## src/rtl/rule110_host_ctrl.sv

```systemverilog
// Host-side controller for a block-addressed Rule 110 automaton device.
// It accepts LOAD / RUN / DUMP / NOP commands, streams block data in and out,
// and gates the device's generation clock through an active-low halt line.
module rule110_host_ctrl #(
  parameter int NUM_BLOCKS = 32,
  parameter int ADDR_W     = 6,
  parameter int CNT_W      = 16
) (
  input  logic              clk,
  input  logic              reset,
  input  logic              cmd_valid,
  output logic              cmd_ready,
  input  logic [1:0]        cmd_op,
  input  logic [CNT_W-1:0]  cmd_arg,
  input  logic              wr_valid,
  output logic              wr_ready,
  input  logic [7:0]        wr_data,
  output logic              rd_valid,
  output logic              rd_last,
  input  logic              rd_ready,
  output logic [7:0]        rd_data,
  output logic              busy,
  output logic              done,
  output logic              dev_we_n,
  output logic              dev_halt_n,
  output logic [ADDR_W-1:0] dev_addr,
  output logic [7:0]        dev_data,
  input  logic [7:0]        dev_q
);

  localparam logic [2:0] S_IDLE    = 3'd0;
  localparam logic [2:0] S_LD_WAIT = 3'd1;
  localparam logic [2:0] S_LD_WR   = 3'd2;
  localparam logic [2:0] S_RUN     = 3'd3;
  localparam logic [2:0] S_RD_ADDR = 3'd4;
  localparam logic [2:0] S_RD_WAIT = 3'd5;
  localparam logic [2:0] S_RD_OUT  = 3'd6;
  localparam logic [2:0] S_FIN     = 3'd7;

  localparam logic [1:0] OP_LOAD = 2'd0;
  localparam logic [1:0] OP_RUN  = 2'd1;
  localparam logic [1:0] OP_DUMP = 2'd2;

  localparam logic [ADDR_W-1:0] LAST_BLK = ADDR_W'(NUM_BLOCKS - 1);

  logic [2:0]        r_state;
  logic [ADDR_W-1:0] r_blk;
  logic [CNT_W-1:0]  r_cnt;
  logic              r_we_n;
  logic              r_halt_n;
  logic [ADDR_W-1:0] r_addr;
  logic [7:0]        r_data;
  logic              r_rd_valid;
  logic              r_rd_last;
  logic [7:0]        r_rd_data;
  logic              r_done;

  logic w_cmd_fire;
  logic w_wr_fire;
  logic w_rd_fire;
  logic w_last_blk;

  // Handshake readiness depends only on state, and is forced low during reset.
  assign cmd_ready = !reset && (r_state == S_IDLE);
  assign wr_ready  = !reset && (r_state == S_LD_WAIT);
  assign busy      = !reset && (r_state != S_IDLE);

  assign w_cmd_fire = cmd_valid && cmd_ready;
  assign w_wr_fire  = wr_valid && wr_ready;
  assign w_rd_fire  = r_rd_valid && rd_ready && (r_state == S_RD_OUT);
  assign w_last_blk = (r_blk == LAST_BLK);

  assign dev_we_n   = r_we_n;
  assign dev_halt_n = r_halt_n;
  assign dev_addr   = r_addr;
  assign dev_data   = r_data;
  assign rd_valid   = r_rd_valid;
  assign rd_last    = r_rd_last;
  assign rd_data    = r_rd_data;
  assign done       = r_done;

  // Command sequencer: every device-facing output is a register set here.
  always_ff @(posedge clk) begin
    if (reset) begin
      r_state    <= S_IDLE;
      r_blk      <= '0;
      r_cnt      <= '0;
      r_we_n     <= 1'b1;
      r_halt_n   <= 1'b0;
      r_addr     <= '0;
      r_data     <= '0;
      r_rd_valid <= 1'b0;
      r_rd_last  <= 1'b0;
      r_rd_data  <= '0;
      r_done     <= 1'b0;
    end else begin
      r_done <= 1'b0;
      case (r_state)
        S_IDLE: begin
          if (w_cmd_fire) begin
            r_cnt <= cmd_arg;
            r_blk <= '0;
            case (cmd_op)
              OP_LOAD: r_state <= S_LD_WAIT;
              OP_RUN:  r_state <= S_RUN;
              OP_DUMP: begin
                r_addr  <= '0;
                r_state <= S_RD_ADDR;
              end
              default: begin
                r_done  <= 1'b1;
                r_state <= S_FIN;
              end
            endcase
          end
        end
        S_LD_WAIT: begin
          if (w_wr_fire) begin
            r_addr  <= r_blk;
            r_data  <= wr_data;
            r_we_n  <= 1'b0;
            r_state <= S_LD_WR;
          end
        end
        S_LD_WR: begin
          r_we_n <= 1'b1;
          if (w_last_blk) begin
            r_blk   <= '0;
            r_done  <= 1'b1;
            r_state <= S_FIN;
          end else begin
            r_blk   <= r_blk + ADDR_W'(1);
            r_state <= S_LD_WAIT;
          end
        end
        // First RUN cycle only inspects the latched count, so halt_n is high
        // for exactly K cycles and a zero count never raises it.
        S_RUN: begin
          if (r_cnt == '0) begin
            r_halt_n <= 1'b0;
            r_done   <= 1'b1;
            r_state  <= S_FIN;
          end else begin
            r_halt_n <= 1'b1;
            r_cnt    <= r_cnt - CNT_W'(1);
          end
        end
        S_RD_ADDR: r_state <= S_RD_WAIT;
        S_RD_WAIT: begin
          r_rd_data  <= dev_q;
          r_rd_valid <= 1'b1;
          r_rd_last  <= w_last_blk;
          r_state    <= S_RD_OUT;
        end
        S_RD_OUT: begin
          if (w_rd_fire) begin
            r_rd_valid <= 1'b0;
            r_rd_last  <= 1'b0;
            if (w_last_blk) begin
              r_blk   <= '0;
              r_done  <= 1'b1;
              r_state <= S_FIN;
            end else begin
              r_blk   <= r_blk + ADDR_W'(1);
              r_addr  <= r_blk + ADDR_W'(1);
              r_state <= S_RD_ADDR;
            end
          end
        end
        S_FIN:   r_state <= S_IDLE;
        default: r_state <= S_IDLE;
      endcase
    end
  end

endmodule

```

## config.mk

```make
export PLATFORM = sky130hd
export DESIGN_NAME = rule110_host_ctrl
export DESIGN_NICKNAME = d
export VERILOG_FILES = /design/src/rtl/rule110_host_ctrl.sv
export SDC_FILE = /design/constraint.sdc
export NUM_CORES = 1
export LEC_CHECK = 0
export CORE_MARGIN = 5
export CORE_UTILIZATION = 53
export DETAILED_ROUTE_END_ITERATION = 16
export GPL_TIMING_DRIVEN = 0
export PLACE_DENSITY_LB_ADDON = 0.2
export SYNTH_ARGS = -nofsm -noshare
export SYNTH_HDL_FRONTEND = slang
export SYNTH_SLANG_ARGS = --single-unit
```

## constraint.sdc

```tcl
create_clock -name clk -period 7.23 [get_ports clk]
set_input_delay 1.0845 -clock clk [delete_from_list [all_inputs] [get_ports clk]]
set_output_delay 1.0845 -clock clk [all_outputs]
set_load 0.01 [all_outputs]
```

==> flow_results.xml <==
<?xml version="1.0" encoding="UTF-8"?>
<metrics>
  <group name="grt">
    <metric name="overall_global_routing_usage" unit="">0.240</metric>
    <metric name="grt_max_degree" unit="">17</metric>
    <metric name="vias_in_the_first_global_route" unit="">2729</metric>
    <metric name="grt_antenna_before_repair" unit="">0</metric>
    <metric name="grt_remaining_overflow" unit="">0</metric>
    <metric name="global_route_wire_length_before_repair" unit="µm">12600</metric>
  </group>
  <group name="clock_tree">
    <metric name="cts_hold_buffers_added" unit="">0</metric>
    <metric name="ctsLongestPathBuffers" unit="">2</metric>
    <metric name="tritoncts" unit="">done</metric>
    <metric name="clock_buffer_count_from_cts" unit="">5</metric>
    <metric name="cts.sinks" unit="">52</metric>
    <metric name="clock_slew_at_the_register_clock_pins_of_the_worst_setup_and_hold_paths" unit="ns">0.09</metric>
    <metric name="post-cts-setup-buffer-count" unit="">0</metric>
    <metric name="ctsRootBufferMaster" unit="">clkbuf_8</metric>
    <metric name="h-tree-depth" unit="">2</metric>
    <metric name="cts.repair.resized" unit="">0</metric>
    <metric name="clkLatencyLatePin" unit="ns">0.31</metric>
  </group>
  <group name="placement">
    <metric name="gp_congestion" unit="">0.862</metric>
    <metric name="dpl_cell_area" unit="µm²">3510</metric>
    <metric name="hpwlAfterDp" unit="µm">5770</metric>
    <metric name="port_buffers" unit="">67</metric>
  </group>
  <group name="worst_setup_path">
    <metric name="crit_path_end" unit="">busy</metric>
    <metric name="timing.rr.start" unit="">r_cnt[1]$_SDFFE_PP0P_</metric>
    <metric name="worst-setup-path-type" unit="">in -&gt; out</metric>
    <metric name="setup.worst_path.start_class" unit="">primary input</metric>
    <metric name="critical_path.reg2reg.endpoint" unit="">r_state[0]$_SDFFE_PP0P_</metric>
    <metric name="endpoint_kind" unit="">output port</metric>
    <metric name="reg2reg_slack" unit="ns">4.72</metric>
    <metric name="cp.arrival" unit="ns">2.51</metric>
    <metric name="crit_start" unit="">reset</metric>
    <metric name="required" unit="ns">6.15</metric>
    <metric name="reg2reg_depth" unit="">8</metric>
    <metric name="worst-path-max-fanout" unit="">10</metric>
  </group>
  <group name="die">
    <metric name="core.rowCount" unit="">26</metric>
    <metric name="coreArea" unit="µm²">5070</metric>
    <metric name="fp.dieArea" unit="µm²">6730</metric>
    <metric name="die_width" unit="µm">82.1</metric>
    <metric name="ioPinCount" unit="">69</metric>
    <metric name="initial_core_util" unit="">0.542</metric>
    <metric name="chipHeight" unit="µm">82.1</metric>
  </group>
  <group name="sta">
    <metric name="final-setup-viol-count" unit="">0</metric>
    <metric name="final_hold_viol_count" unit="">0</metric>
    <metric name="layout_worst_path_cycle_share" unit="">0.497</metric>
    <metric name="setup-tns-final" unit="ns">0</metric>
    <metric name="worst_clock_skew" unit="ns">0.0117</metric>
    <metric name="worstMarginPinSlew" unit="ns">0.586</metric>
    <metric name="fmaxAchievable" unit="GHz">0.278</metric>
    <metric name="report.final.slew_viol_count" unit="">0</metric>
    <metric name="hold_slack" unit="ns">0.458</metric>
    <metric name="maxSlewHeadroom" unit="">0.606</metric>
    <metric name="post-route-min-period" unit="ns">3.59</metric>
    <metric name="grt_setup_unrepaired" unit="">no</metric>
  </group>
  <group name="routing">
    <metric name="via_count" unit="">3025</metric>
    <metric name="wire_per_inst" unit="µm">15.8</metric>
    <metric name="vias_per_cell" unit="">6.04</metric>
    <metric name="detailedRoute.firstIterationViolations" unit="">365</metric>
    <metric name="dr.pass1.iters" unit="">6</metric>
    <metric name="detail_route.drc_violations" unit="">0</metric>
    <metric name="drt_wl_total" unit="µm">7920</metric>
    <metric name="antenna_violating_nets_post_route" unit="">0</metric>
  </group>
  <group name="final_layout">
    <metric name="fill_cells" unit="">421</metric>
    <metric name="final_cell_area" unit="µm²">3620</metric>
    <metric name="nNetsFinal" unit="">471</metric>
    <metric name="post-route-util" unit="">0.714</metric>
    <metric name="area_growth_syn_to_layout" unit="%">31.6</metric>
    <metric name="final_layout_size_suffix_gt1_frac" unit="">0.0626</metric>
    <metric name="num_antenna_cells" unit="">0</metric>
  </group>
  <group name="synthesis">
    <metric name="post_synth_instance_area" unit="µm²">2750</metric>
    <metric name="syn_inst" unit="">356</metric>
    <metric name="post_synth_main_area_contributors" unit="">dfxtp_1, a21oi_1, nand2_1, nor2_1, nand3_1</metric>
    <metric name="synthesis.area_per_instance" unit="µm²">7.73</metric>
    <metric name="ys_warn_count" unit="">0</metric>
    <metric name="synthesis.nets" unit="">397</metric>
    <metric name="ys_seq_area_frac" unit="">0.378</metric>
    <metric name="most_instantiated_flip_flop_cell_in_the_synthesis_netlist" unit="">dfxtp_1</metric>
    <metric name="postSynth.asyncResetShare" unit="">0</metric>
    <metric name="synth-edff-count" unit="">0</metric>
    <metric name="netlist.area_leader.share" unit="">0.378</metric>
    <metric name="synthDistinctLibCells" unit="">60</metric>
    <metric name="yosys_register_bits" unit="">52</metric>
    <metric name="synth.top_cells.by_count" unit="">dfxtp_1, nand2_1, a21oi_1, nor2_1, nand3_1</metric>
    <metric name="synth_area_leader_cell" unit="">dfxtp_1</metric>
    <metric name="synth_most_common_cell" unit="">dfxtp_1</metric>
  </group>
  <group name="power">
    <metric name="power_density" unit="nW/µm²">251</metric>
    <metric name="vdd_drop_max" unit="mV">0.151</metric>
    <metric name="fin_total_pwr" unit="mW">0.911</metric>
    <metric name="power_leakage" unit="nW">1.33</metric>
  </group>
  <group name="status">
    <metric name="status" unit="">finished, final reports clean</metric>
  </group>
  <group name="min_path">
    <metric name="hold_startpoint" unit="">rd_data[3]$_SDFFE_PP0P_</metric>
    <metric name="hp-class" unit="">reg -&gt; reg</metric>
  </group>
  <group name="flow_run">
    <metric name="drv.max_cap_violation_count" unit="">0</metric>
  </group>
</metrics>
[worst max-delay path, cell delays in order]
cell             delay (ns)
clkbuf_1               0.30
clkbuf_1               0.48
nor2_1                 0.14
clkdlybuf4s50_1        0.50
[cell type report]
class                   instances  area (µm²)  share of cell area
multi-input cells             277        1600               0.441
flip-flops and latches         52        1040               0.287
repair buffers                 67         671               0.185
plain buffers                  22        93.8              0.0259
well taps                      70        87.6              0.0242
clock buffers                   5        68.8              0.0190
clock inverters                 3        42.5              0.0117
inverters                       5        18.8             0.00518
[power breakdown]
part           internal (mW)  total (mW)  switching (mW)
logic                  0.157       0.353           0.196
registers              0.322       0.356          0.0338
clock network          0.103       0.202          0.0996
total                  0.582       0.911           0.329
[worst min-delay path by stage]
stage                                     endpoint  slack, ns  depth (start not counted)
after floorplan              r_cnt[4]$_SDFFE_PP0P_       0.46                          2
after global placement    dev_data[3]$_SDFFE_PP0P_       0.44                          2
after detailed placement   rd_data[3]$_SDFFE_PP0P_       0.45                          2
after CTS                  rd_data[3]$_SDFFE_PP0P_       0.46                          2
after global routing       rd_data[3]$_SDFFE_PP0P_       0.49                          2
final                      rd_data[3]$_SDFFE_PP0P_       0.46                          2
[state kept, by name, indices dropped and copies added (netlist names)]
signal      flops
dev_addr        6
r_cnt          16
r_blk           6
dev_we_n        1
dev_data        8
dev_halt_n      1
r_state         3
rd_valid        1
done            1
rd_last         1
rd_data         8
[per-layer routing]
layer	vias up	GRT usage	wire, µm
met5	-	0	0
met4	0	0.0831	138
met3	16	0.0526	789
met2	163	0.394	3550
met1	1386	0.308	3450
li1	1460	-	-
[through the flow]
stage	instances	setup WS, ns
2_1_floorplan	356	4.32
4_1_cts	501	3.65
3_3_place_gp	493	3.66
6_report	501	3.64
5_1_grt	501	3.55
3_5_place_dp	493	3.64
[logic make-up after synthesis]
logic type      after synthesis  share of synthesized area
simple gates                162                      0.300
fa+ha+maj                     2                    0.00909
buf+inv                      27                     0.0409
flops                        52                      0.378
xor+xnor                      3                    0.00955
mux                           1                    0.00409
compound gates              109                      0.258
[cells in the final DEF (no fill, tap or decap), drive strengths merged, types with 3 or more instances in the layout]
cell           instances
clkdlybuf4s50         67
and2                   4
buf                    3
nand2                 43
clkbuf                24
nor2                  37
a31oi                  6
a311oi                 4
a211oi                10
nand3b                 3
o211ai                 3
or4                    8
a21oi                 38
or2                    6
o21ai                 19
dfxtp                 52
or3                    7
o31ai                  4
nor3                   6
nor4                   5
a22oi                  4
nand3                 23
and3                   6
nor2b                  4
inv                    5
No activity file was read; power rests on OpenSTA's default activity.
